==> src/rtl/regfile_wb_ctrl.sv <==
// Register-file write-port initiator: merges ALU results and in-order load responses into one
// registered write stream, tracks outstanding load destinations and exports a pending mask.
module regfile_wb_ctrl #(
    parameter int XLEN     = 32,
    parameter int LD_DEPTH = 4
) (
    input  logic            clk,
    input  logic            rst,
    input  logic            alu_valid,
    input  logic [4:0]      alu_rd,
    input  logic [XLEN-1:0] alu_result,
    output logic            alu_ready,
    input  logic            ld_issue,
    input  logic [4:0]      ld_issue_rd,
    output logic            ld_issue_ready,
    input  logic            ld_resp_valid,
    input  logic [XLEN-1:0] ld_resp_data,
    output logic            reg_wr,
    output logic [4:0]      waddr,
    output logic [XLEN-1:0] wdata,
    output logic [31:0]     pending,
    output logic            resp_err
);

    localparam int PW = (LD_DEPTH > 1) ? $clog2(LD_DEPTH) : 1;
    localparam int CW = PW + 1;
    localparam logic [CW-1:0] DEPTH_C = CW'(LD_DEPTH);

    logic [4:0]      rd_mem_q [LD_DEPTH];
    logic [4:0]      rd_mem_d [LD_DEPTH];
    logic [PW-1:0]   wr_ptr_q, wr_ptr_d;
    logic [PW-1:0]   rd_ptr_q, rd_ptr_d;
    logic [PW-1:0]   scan_idx_s;
    logic [CW-1:0]   count_q, count_d;
    logic            reg_wr_q, reg_wr_d;
    logic [4:0]      waddr_q, waddr_d;
    logic [XLEN-1:0] wdata_q, wdata_d;
    logic [31:0]     pending_q, pending_d;
    logic            resp_err_q, resp_err_d;
    logic            full_s, empty_s, pop_s, push_s, alu_acc_s;
    logic [4:0]      head_rd_s;

    assign full_s         = (count_q == DEPTH_C);
    assign empty_s        = (count_q == {CW{1'b0}});
    assign head_rd_s      = rd_mem_q[rd_ptr_q];
    assign pop_s          = ld_resp_valid & ~empty_s;
    // A pop in the same cycle frees the slot, so an issue while full is still taken then.
    assign push_s         = ld_issue & (~full_s | pop_s);
    assign alu_ready      = ~ld_resp_valid & ~(pending_q[alu_rd] & (alu_rd != 5'd0));
    assign alu_acc_s      = alu_valid & alu_ready;
    assign ld_issue_ready = ~full_s;

    // Load-destination FIFO next state.
    always_comb begin
        rd_mem_d = rd_mem_q;
        wr_ptr_d = wr_ptr_q;
        rd_ptr_d = rd_ptr_q;
        count_d  = count_q;
        if (push_s) begin
            rd_mem_d[wr_ptr_q] = ld_issue_rd;
            wr_ptr_d           = wr_ptr_q + PW'(1);
        end else begin
            wr_ptr_d = wr_ptr_q;
        end
        if (pop_s) begin
            rd_ptr_d = rd_ptr_q + PW'(1);
        end else begin
            rd_ptr_d = rd_ptr_q;
        end
        case ({push_s, pop_s})
            2'b10:   count_d = count_q + CW'(1);
            2'b01:   count_d = count_q - CW'(1);
            default: count_d = count_q;
        endcase
    end

    // Pending mask over the FIFO contents as they will be after this cycle.
    always_comb begin
        pending_d  = 32'd0;
        scan_idx_s = rd_ptr_d;
        for (int k = 0; k < LD_DEPTH; k++) begin
            scan_idx_s = rd_ptr_d + PW'(k);
            pending_d[rd_mem_d[scan_idx_s]] = pending_d[rd_mem_d[scan_idx_s]] | (CW'(k) < count_d);
        end
        pending_d[0] = 1'b0;
    end

    // Write-stage select: load response first, then ALU; x0 writes are consumed silently.
    always_comb begin
        reg_wr_d   = 1'b0;
        waddr_d    = waddr_q;
        wdata_d    = wdata_q;
        resp_err_d = resp_err_q | (ld_resp_valid & empty_s);
        if (pop_s) begin
            waddr_d  = head_rd_s;
            wdata_d  = ld_resp_data;
            reg_wr_d = (head_rd_s != 5'd0);
        end else if (alu_acc_s) begin
            waddr_d  = alu_rd;
            wdata_d  = alu_result;
            reg_wr_d = (alu_rd != 5'd0);
        end else begin
            reg_wr_d = 1'b0;
        end
    end

    // State registers.
    always_ff @(posedge clk or negedge rst) begin
        if (!rst) begin
            for (int i = 0; i < LD_DEPTH; i++) begin
                rd_mem_q[i] <= 5'd0;
            end
            wr_ptr_q   <= {PW{1'b0}};
            rd_ptr_q   <= {PW{1'b0}};
            count_q    <= {CW{1'b0}};
            reg_wr_q   <= 1'b0;
            waddr_q    <= 5'd0;
            wdata_q    <= {XLEN{1'b0}};
            pending_q  <= 32'd0;
            resp_err_q <= 1'b0;
        end else begin
            rd_mem_q   <= rd_mem_d;
            wr_ptr_q   <= wr_ptr_d;
            rd_ptr_q   <= rd_ptr_d;
            count_q    <= count_d;
            reg_wr_q   <= reg_wr_d;
            waddr_q    <= waddr_d;
            wdata_q    <= wdata_d;
            pending_q  <= pending_d;
            resp_err_q <= resp_err_d;
        end
    end

    assign reg_wr   = reg_wr_q;
    assign waddr    = waddr_q;
    assign wdata    = wdata_q;
    assign pending  = pending_q;
    assign resp_err = resp_err_q;

endmodule

==> config.mk <==
export PLATFORM = sky130hd
export DESIGN_NAME = regfile_wb_ctrl
export DESIGN_NICKNAME = d
export VERILOG_FILES = /design/src/rtl/regfile_wb_ctrl.sv
export SDC_FILE = /design/constraint.sdc
export NUM_CORES = 1
export LEC_CHECK = 0
export ABC_AREA = 1
export BUFFER_PORTS_ARGS = -buffer_cell sky130_fd_sc_hd__buf_2
export CAP_MARGIN = 20
export CORE_MARGIN = 3
export CORE_UTILIZATION = 60
export DETAILED_ROUTE_END_ITERATION = 12
export PLACE_DENSITY_LB_ADDON = 0.15
export SYNTH_ARGS = -nofsm -noshare
export SYNTH_HDL_FRONTEND = slang
export SYNTH_SLANG_ARGS = --single-unit
export TNS_END_PERCENT = 30
==> constraint.sdc <==
create_clock -name clk -period 11.8 [get_ports clk]
set_input_delay 1.18 -clock clk [delete_from_list [all_inputs] [get_ports clk]]
set_output_delay 1.18 -clock clk [all_outputs]
set_load 0.02 [all_outputs]
==> results.tsv <==
stage	metric	value	unit
route	drc violations	0	
timing	fin. max-slew vios	0	
finish	NumNets Final	1576	
clocking	Clk Latency, worst-skew pair	0.35	ns
synthesis	Synth Area in XOR/XNOR	0.535	%
floorplan	die width	124	um
timing	RSZ-0062 raised after global routing	false	
setup_path	critical path's top delay family	simple AND/OR/NAND/NOR gates	
route	mean number of vias per cell	5.84	
placed_design	DP Wirelength	19.5	mm
floorplan	DIE HEIGHT	124	um
finish	most common cell after layout, fill and taps aside	nand2_1	
floorplan	die area	15500	um2
synthesis	async set-reset flop share out of synthesis	100	%
global_route	met3 GRT Util	6.35	%
synthesis	syn avg cell area	6.05	um2
clocking	clock net sink count	97	
clocking	clk slew on worst S/H paths	0.07	ns
finish	most frequent cells in the layout	nand2_1 (389), nor2_1 (232), nand3_1 (175), buf_2 (149), inv_1 (107)	
synthesis	Mapped Area	8420	um2
synthesis	Mapped Nets	1476	
route	drt first pass iters	7	
synthesis	adder-cell share of the synthesized area	0.832	%
timing	Final setup viols	0	
global_route	met1 usage	46.6	%
floorplan	initial core utilization	62.3	%
finish	antenna cell count	0	
setup_path	Worst Path Arrival	7.26	ns
setup_path	Crit Path Class	in -> reg	
timing	Max Clk Rate	142	MHz
global_route	initial antenna violation count	0	
finish	layout cells sized above 1	14.9	%
clocking	Resized cells post-CTS	0	
setup_path	Crit path buffers/inverters	6	
synthesis	Synth area leaders	dfrtp_1 (29%), nand2_1 (17%), nand3_1 (10%), nor2_1 (10%), o21ai_0 (5.8%)	
timing	Final Cycle Share	59.6	%
synthesis	main combinational cell family by area after synthesis	simple AND/OR/NAND/NOR gates	
clocking	TritonCTS clock tree	done	
placed_design	gpl congestion	0.993	
clocking	Root Buffer	clkbuf_16	
setup_path	Crit-path slowest cell	inv_2	
timing	Post-Route Skew	0.00762	ns
clocking	clk buf depth	2	
clocking	postcts setup bufs	0	
synthesis	Synth area leader	dfrtp_1	
timing	min Tclk post-route	7.03	ns
placed_design	number of port buffers	150	
synthesis	Cell variety after synth	40	
route	Routed WL	25.7	mm
global_route	first-pass GRT wire length	42.3	mm
synthesis	sequential-to-total area share from yosys stat	28.8	%
clocking	post-cts hold buffer count	0	
clocking	CTS H-tree lvls	3	
global_route	met2 GRT Util	49.6	%
global_route	global route hottest layer	met2	
timing	Slew @ Worst Pin	0.932	ns
job	max-cap viol count	0	
synthesis	Syn Inst Count	1392	
setup_path	CP peak stage delay	0.61	ns
timing	final setup TNS	0	ns
global_route	vias in the first global route	8474	
timing	Relative slew margins	37.2	%
route	routed length per instance	15.4	um
synthesis	Simple-Gate Fraction of Synth Area	44.8	%
route	Detail Route Antenna Nets	0	
global_route	pin count of the biggest net entering global routing	55	
clocking	Num CTS Buffers	9	
setup_path	Crit. End Element	flop	
floorplan	row count	42	
run_status	run status	complete, no violations	
synthesis	complex-gate fraction of the synthesized area	15.1	%
global_route	GR Overflow Total	0	
finish	P&R area growth vs syn	11.9	%
synthesis	ys flop type	dfrtp_1	
synthesis	number of synthesized flops with an enable pin	0	
worst_hold_path	worst min path class	reg -> reg	
route	Via Count	9769	
floorplan	Core ar.	13500	um2
setup_path	CP Max Fanout	41	
route	DR iter-0 viols	1104	
synthesis	mux contribution to synthesized area	0	%
timing	final hold vios	0	
floorplan	IO Pins	152	
synthesis	#FFs+latches synth	97	
setup_path	most frequent CP cell	nand2_1	
synthesis	Syn. warnings	0	
synthesis	Synth top area share	28.8	%
global_route	GRT Total Usage	32.3	%
setup_path	crit start category	input port	
setup_path	CP Data Required Time	12.03	ns
==> final timing paths <==
check / end / start / cells past startpoint / slack, ns
min: resp_err / resp_err / 1 / 0.49
min in group asynchronous: pending[8] / rst / 1 / 0.83
min reg2reg: resp_err / resp_err / 1 / 0.49
max in group asynchronous: wdata[22] / rst / 2 / 9.89
max: pending[2] / ld_resp_valid / 33 / 4.77
max reg2reg: pending[2] / count_q[1] / 33 / 5.00
==> synth_stat cells, types with 4 or more instances <==
master and instances:
nor2_1 232, nand2_2 9, o21ai_0 98, inv_1 107
buf_4 9, o211ai_1 7, nor2_2 5, o21ai_1 32
nand3_1 175, clkbuf_1 33, ha_1 4, a31oi_1 36
o22ai_1 27, buf_6 9, nand2_1 390, inv_2 12
nand4_1 6, nand3_2 11, dfrtp_1 97, a21oi_1 19
buf_2 12, or2_2 4, nand3b_1 29
==> cell families (layout without fill, tap and decap cells) <==
kind of cell | after synthesis | count (layout)
other cells | 1 | 1
flops | 97 | 97
compound gates | 229 | 229
xor+xnor | 3 | 3
buf+inv | 189 | 294
fa+ha+maj | 5 | 5
simple gates | 868 | 868
==> flip-flops by register name (all words and copies together) (netlist names) <==
signal and count:
wdata 32, pending 31, rd_mem_q 20, waddr 5, count_q 3, rd_ptr_q 2, wr_ptr_q 2, reg_wr 1
resp_err 1
==> worst register-to-register path, delay by kind of cell (launching register included) <==
family | cells | cell delay, ns
AOI/OAI and AO/OA | 6 | 1.36
buffers and inverters | 5 | 1.13
DFF | 1 | 0.41
and+or+nand+nor | 22 | 3.81
==> metrics by stage <==
stage	cells	hold slack (ns)	instance area (um2)	setup WS, ns	utilization [%]
global placement	1654	0.463	9040	4.12	67.0
CTS	1671	0.487	9390	4.32	69.5
global route	1673	0.493	9420	3.98	69.8
floorplan	1392	0.504	8420	6.95	-
finish	1673	0.486	9420	4.77	69.8
detailed placement	1655	0.469	9060	4.03	67.1
==> final cells by class <==
type	instances	area [um2]
Clock buffer	10	229
Clock inverter	6	96.3
Fill cell	1279	4090
Inverter	123	464
Multi-Input combinational cell	1106	5160
Sequential cell	97	2430
Tap cell	176	220
Timing Repair Buffer	155	818
==> metal layers <==
layer,up-vias,routed length (um)
li1,4762,-
met5,-,0
met2,557,11400
met3,62,2670
met1,4388,11100
met4,0,554
Power is not shown: default switching activity piles up to over one toggle a cycle in this logic, so the estimate is an artifact.
